**src/rtl/program_loader_pkg.sv**
```systemverilog
// Shared types and constants for the program memory loader.
package program_loader_pkg;

    typedef enum logic [2:0] {
        HDR_HI,
        HDR_LO,
        DATA,
        CSUM,
        RUN,
        FAULT
    } loader_state_t;

    localparam logic [31:0]  TEXT_BASE_DEFAULT = 32'h0040_0000;
    localparam int unsigned  HDR_BYTES         = 2;
    localparam int unsigned  WORD_BYTES        = 4;

endpackage

```
**src/rtl/program_memory_loader_byte_word_assembler.sv**
```systemverilog
// Packs big-endian boot bytes into a word; word_valid pulses the cycle after the last byte.
module byte_word_assembler
    import program_loader_pkg::*;
(
    input  logic                    clk,
    input  logic                    reset,
    input  logic                    clear,
    input  logic                    byte_valid,
    input  logic [7:0]              byte_data,
    output logic [8*WORD_BYTES-1:0] word,
    output logic                    word_valid
);

    logic [$clog2(WORD_BYTES)-1:0] fill;

    always_ff @(posedge clk) begin
        if (reset || clear) begin
            fill       <= '0;
            word       <= '0;
            word_valid <= 1'b0;
        end else begin
            word_valid <= 1'b0;
            if (byte_valid) begin
                word <= {word[8*WORD_BYTES-9:0], byte_data};
                if (fill == $clog2(WORD_BYTES)'(WORD_BYTES - 1)) begin
                    fill       <= '0;
                    word_valid <= 1'b1;
                end else begin
                    fill <= fill + 1'b1;
                end
            end
        end
    end

endmodule

```
**src/rtl/program_memory_loader.sv**
```systemverilog
// Boot loader owning the program-memory port, then handing it to the fetch path.
// Optional trailing XOR checksum byte is enabled by defining LOADER_CHECKSUM_EN.
module program_memory_loader
    import program_loader_pkg::*;
#(
    parameter int unsigned MEMORY_DEPTH = 256,
    parameter int unsigned DATA_WIDTH   = 32,
    parameter int unsigned ADDR_WIDTH   = 8,
    parameter logic [31:0] TEXT_BASE    = TEXT_BASE_DEFAULT
) (
    input  logic                  clk,
    input  logic                  reset,
    input  logic                  boot_start_i,
    input  logic                  byte_valid_i,
    input  logic [7:0]            byte_data_i,
    output logic                  byte_ready_o,
    input  logic [DATA_WIDTH-1:0] pc_i,
    output logic [ADDR_WIDTH-1:0] mem_addr_o,
    output logic [DATA_WIDTH-1:0] mem_wdata_o,
    output logic                  mem_we_o,
    output logic                  cpu_stall_o,
    output logic                  load_done_o,
    output logic                  pc_fault_o,
    output logic                  fault_o
);

    loader_state_t         state;
    logic [15:0]           count;
    logic [ADDR_WIDTH-1:0] widx;
    logic                  load_done_q;
    logic                  fault_q;
`ifdef LOADER_CHECKSUM_EN
    logic [7:0]            csum;
`endif

    logic                  accept;
    logic                  restart;
    logic                  last_word;
    logic [15:0]           hdr_count;
    logic [31:0]           asm_word;
    logic                  asm_valid;
    logic [DATA_WIDTH-1:0] pc_off;
    logic [DATA_WIDTH-1:0] pc_word;

    assign accept    = byte_valid_i & byte_ready_o;
    assign restart   = boot_start_i && (state == RUN || state == FAULT);
    assign hdr_count = {count[15:8], byte_data_i};
    assign last_word = (32'(widx) == 32'(count) - 32'd1);
    assign pc_off    = pc_i - DATA_WIDTH'(TEXT_BASE);
    assign pc_word   = pc_off >> 2;

    byte_word_assembler u_asm (
        .clk        (clk),
        .reset      (reset),
        .clear      (restart),
        .byte_valid (accept && state == DATA),
        .byte_data  (byte_data_i),
        .word       (asm_word),
        .word_valid (asm_valid)
    );

    // The write cycle is the one after the 4th byte; ready drops for it.
    always_comb begin
        byte_ready_o = 1'b0;
        case (state)
            HDR_HI, HDR_LO, DATA: byte_ready_o = !asm_valid;
`ifdef LOADER_CHECKSUM_EN
            CSUM:                 byte_ready_o = 1'b1;
`endif
            default:              byte_ready_o = 1'b0;
        endcase
    end

    assign mem_we_o    = asm_valid && (state == DATA);
    assign mem_wdata_o = DATA_WIDTH'(asm_word);
    assign mem_addr_o  = (state == RUN) ? pc_word[ADDR_WIDTH-1:0] : widx;
    assign cpu_stall_o = (state != RUN);
    assign load_done_o = load_done_q;
    assign fault_o     = fault_q;
    assign pc_fault_o  = (state == RUN) &&
                         ((pc_i[1:0] != 2'b00) ||
                          (pc_i < DATA_WIDTH'(TEXT_BASE)) ||
                          (pc_word >= DATA_WIDTH'(count)));

    always_ff @(posedge clk) begin
        if (reset) begin
            state       <= HDR_HI;
            count       <= '0;
            widx        <= '0;
            load_done_q <= 1'b0;
            fault_q     <= 1'b0;
`ifdef LOADER_CHECKSUM_EN
            csum        <= '0;
`endif
        end else begin
            load_done_q <= 1'b0;
            case (state)
                HDR_HI: begin
                    if (accept) begin
                        count[15:8] <= byte_data_i;
                        state       <= HDR_LO;
                    end
                end
                HDR_LO: begin
                    if (accept) begin
                        count[7:0] <= byte_data_i;
                        if (hdr_count == 16'd0 || 32'(hdr_count) > 32'(MEMORY_DEPTH)) begin
                            state   <= FAULT;
                            fault_q <= 1'b1;
                        end else begin
                            state <= DATA;
                            widx  <= '0;
`ifdef LOADER_CHECKSUM_EN
                            csum  <= '0;
`endif
                        end
                    end
                end
                DATA: begin
`ifdef LOADER_CHECKSUM_EN
                    if (accept)
                        csum <= csum ^ byte_data_i;
`endif
                    if (mem_we_o) begin
                        widx <= widx + 1'b1;
                        if (last_word) begin
`ifdef LOADER_CHECKSUM_EN
                            state <= CSUM;
`else
                            state       <= RUN;
                            load_done_q <= 1'b1;
`endif
                        end
                    end
                end
`ifdef LOADER_CHECKSUM_EN
                CSUM: begin
                    if (accept) begin
                        if (byte_data_i == csum) begin
                            state       <= RUN;
                            load_done_q <= 1'b1;
                        end else begin
                            state   <= FAULT;
                            fault_q <= 1'b1;
                        end
                    end
                end
`endif
                RUN, FAULT: begin
                    if (boot_start_i) begin
                        state   <= HDR_HI;
                        fault_q <= 1'b0;
                    end
                end
                default: state <= HDR_HI;
            endcase
        end
    end

endmodule

```
**config.mk**
```make
export PLATFORM = sky130hd
export DESIGN_NAME = program_memory_loader
export DESIGN_NICKNAME = d
export VERILOG_FILES = /design/src/rtl/program_loader_pkg.sv /design/src/rtl/program_memory_loader_byte_word_assembler.sv /design/src/rtl/program_memory_loader.sv
export SDC_FILE = /design/constraint.sdc
export NUM_CORES = 1
export LEC_CHECK = 0
export BUFFER_PORTS_ARGS = -buffer_cell sky130_fd_sc_hd__buf_2
export CAP_MARGIN = 40
export CORE_UTILIZATION = 56
export CTS_BUF_LIST = sky130_fd_sc_hd__clkbuf_8
export CTS_CLUSTER_DIAMETER = 100
export DETAILED_ROUTE_END_ITERATION = 16
export PLACE_DENSITY = 0.94
export REMOVE_ABC_BUFFERS = 1
export SETUP_SLACK_MARGIN = 0.3
export SKIP_LAST_GASP = 1
export SLEW_MARGIN = 40
export SYNTH_ARGS = -nofsm -noshare
export SYNTH_HDL_FRONTEND = slang
export SYNTH_SLANG_ARGS = --single-unit
export TNS_END_PERCENT = 20
```
**constraint.sdc**
```tcl
create_clock -name clk -period 4.8 [get_ports clk]
set_input_delay 1.44 -clock clk [delete_from_list [all_inputs] [get_ports clk]]
set_output_delay 1.44 -clock clk [all_outputs]
set_load 0.05 [all_outputs]
```
==> impl_results.md <==
* Status: finished, final reports clean
* Drt total wl at between 8000 and 9000 um
* N_diodes at 0
* Post-synth top cells: 79 x nand2_1, 64 x dfxtp_1, 48 x a21oi_1
* Min Tclk post-route at approximately 4.4 ns
* Crit path max fanout at 1
* Area grow syn2layout at 18.4%
* Fill count at 459
* Max Cap Violations at 0
* Placement Rows at 28
* Largest cells by area after synthesis: dfxtp_1 37%, nand2_1 8.6%, a21oi_1 7.0%
* Post-route setup slack at 0.431 ns
* Initial antenna violation count at 0
* Clock skew at around 0.010 ns
* Flops & latches, synth at 64
* Setup crit end kind: primary output
* Ys Warns at 0
* Worst hold path type: reg2reg
* Worst hold margin at 0.457 ns
* Final Cell Area at 4080 um2
* Core Util, Final at ~69%
* Placed wire-length estimate at 6140 um
* Yosys top cell area share at 37.2%
* Most frequent cell after synthesis: nand2_1
* Max Root-Sink Buffers at 2
* Leakage power at 1.76 nW
* CTS sink count at 64
* Starting DRT DRC Count at 227
* Setup bufs post-CTS at 0
* Largest net degree at the start of global routing at 37
* Post-synth ARST share at 0%
* Worst-margin pin slew at between 0.7 and 0.8 ns
* Post-synth EDFFs at 0
* DR WL/cell at 14.3 um
* Place WS at approximately 0.34 ns
* Slew Limit Fails at 0
* Final nets at between 500 and 600
* Starting Density at about 58%
* Clock Tree Root: clkbuf_8
* Fraction of the yosys area taken by sequential cells at between 30 and 40%
* Drt first pass iters at 5
* Core Area at 5920 um2
* Fmax at 229 MHz
* Crit start category: input port
* Share of cells above drive strength 1 at 25.4%
* # IOs at 90
* Leading area contributor after synthesis: dfxtp_1
* Cts hold-fix bufs at 0
* Placed Cells at 567
* Die Wd at 80.4 um
* WP data required at 3.36 ns
* First-pass GRT wire length at around 13000 um
* Cell Pwr Density at 295 nW/um2
* Buffers on Ports at 89
* TritonCTS buffer count at 9
* DRC violations left at 0
* Vias at 3305
* RSZ-0062 raised after global routing: false
* Sum Neg Setup Slack at 0 ns
* RD Place Congestion at 0.929
* Skew-Pair Late Insertion Delay at ~0.35 ns
* Total power at between 1 and 1.5 mW
* Slew HR at 46.0%
* Gr ovfl total at 0
* ANT nets after route at 0
* Die H at 80.4 um
* Distinct cells, synth at 51
* H-Tree Depth at 3
* Post_cts resized at 0
* Die area at ~6500 um2
* Number of vias per cell at 5.67
* Synthesized cell area at 3440 um2
* Fin crit share at 91.0%
* Non-Filler Instances at 583
* # setup viols final at 0
* Syn_area_per_cell at 8.10 um2
* Crit path kind: in2out
* Main synth FF type: dfxtp_1
* Number of global-route vias before repair at about 3000
* Dpl cell area at 3880 um2
* WP data arrival at ~2.9 ns
* Total Routing Usage GR at a little over a quarter
* Mapped Cells at 425
* CTS clk-pin slew, worst paths at 0.08 ns
* CTS tree: yes
* Hold Fails Final Rpt at 0
* Peak VDD IR at 259 uV
[state kept, by name, indices dropped and copies added, names as in the netlist]
name,cells
u_asm.word,32
count,16
state,3
fault_o,1
widx,8
load_done_o,1
u_asm.fill,2
u_asm.word_valid,1
[critical path, stage by stage]
cell	delay [ns]
buf_2	0.09
or4_1	0.53
a2111oi_2	0.36
nand4_1	0.14
nand2_1	0.08
o21ai_0	0.07
buf_2	0.21
[kinds of logic (layout without fill, tap and decap cells)]
| logic type | count (synthesis) | after routing | synth area share (%) |
|---|---|---|---|
| buffers and inverters | 48 | 131 | 6.18 |
| DFF | 64 | 64 | 37.2 |
| muxes | 23 | 23 | 6.95 |
| adders and majority gates | 19 | 19 | 6.91 |
| AOI/OAI and AO/OA | 84 | 84 | 14.9 |
| and+or+nand+nor | 172 | 172 | 24.0 |
| xor gates and xnor gates | 15 | 15 | 3.82 |
[per-layer routing]
| metal | share of wire [%] | global-route usage (%) |
|---|---|---|
| met2 | 50 | 45.4 |
| met5 | 0 | 0 |
| met4 | 2.7 | 12.9 |
| met1 | 41 | 31.4 |
| met3 | 6.5 | 6.14 |
[cell usage in the layout (no fill, tap or decap), types with 4 or more instances in the layout]
| cell | n |
|---|---|
| ha_1 | 19 |
| nor2_1 | 33 |
| nand2_1 | 79 |
| xor2_1 | 10 |
| mux2i_1 | 16 |
| nand4_1 | 7 |
| a21oi_1 | 48 |
| a21o_1 | 6 |
| buf_2 | 89 |
| nand3_1 | 8 |
| nor3_1 | 8 |
| nand2b_1 | 5 |
| xnor2_1 | 5 |
| mux2_2 | 7 |
| o21ai_0 | 8 |
| clkinvlp_4 | 4 |
| inv_1 | 23 |
| nor4_1 | 7 |
| dfxtp_1 | 64 |
| clkbuf_8 | 10 |
[final timing paths]
kind                                from                           to  slack, ns  depth (start not counted)
min          u_asm.word[29]$_SDFFE_PP0P_  u_asm.word[29]$_SDFFE_PP0P_       0.46                          2
max                             pc_i[30]                   pc_fault_o       0.43                          7
max reg2reg        count[0]$_SDFFE_PP0P_        state[2]$_SDFFE_PP0P_       2.11                          8
min reg2reg  u_asm.word[29]$_SDFFE_PP0P_  u_asm.word[29]$_SDFFE_PP0P_       0.46                          2
[cell type report]
cell class / count / area (um2) / share of cell area (%)
Sequential cell: 64 / 1280 / 31.4
Clock buffer: 10 / 138 / 3.38
Timing Repair Buffer: 92 / 468 / 11.5
Clock inverter: 6 / 43.8 / 1.07
Inverter: 23 / 86.3 / 2.12
Multi-Input combinational cell: 313 / 1960 / 48.2
Tap cell: 75 / 93.8 / 2.30
[where the power goes]
| group | switching, mW | leakage [nW] | internal [mW] |
|---|---|---|---|
| clock network | 0.218 | 0.0809 | 0.202 |
| logic | 0.131 | 1.16 | 0.0906 |
| registers | 0.0176 | 0.518 | 0.543 |
| total | 0.366 | 1.76 | 0.835 |
Note: power is estimated with default switching activity, not from simulation.
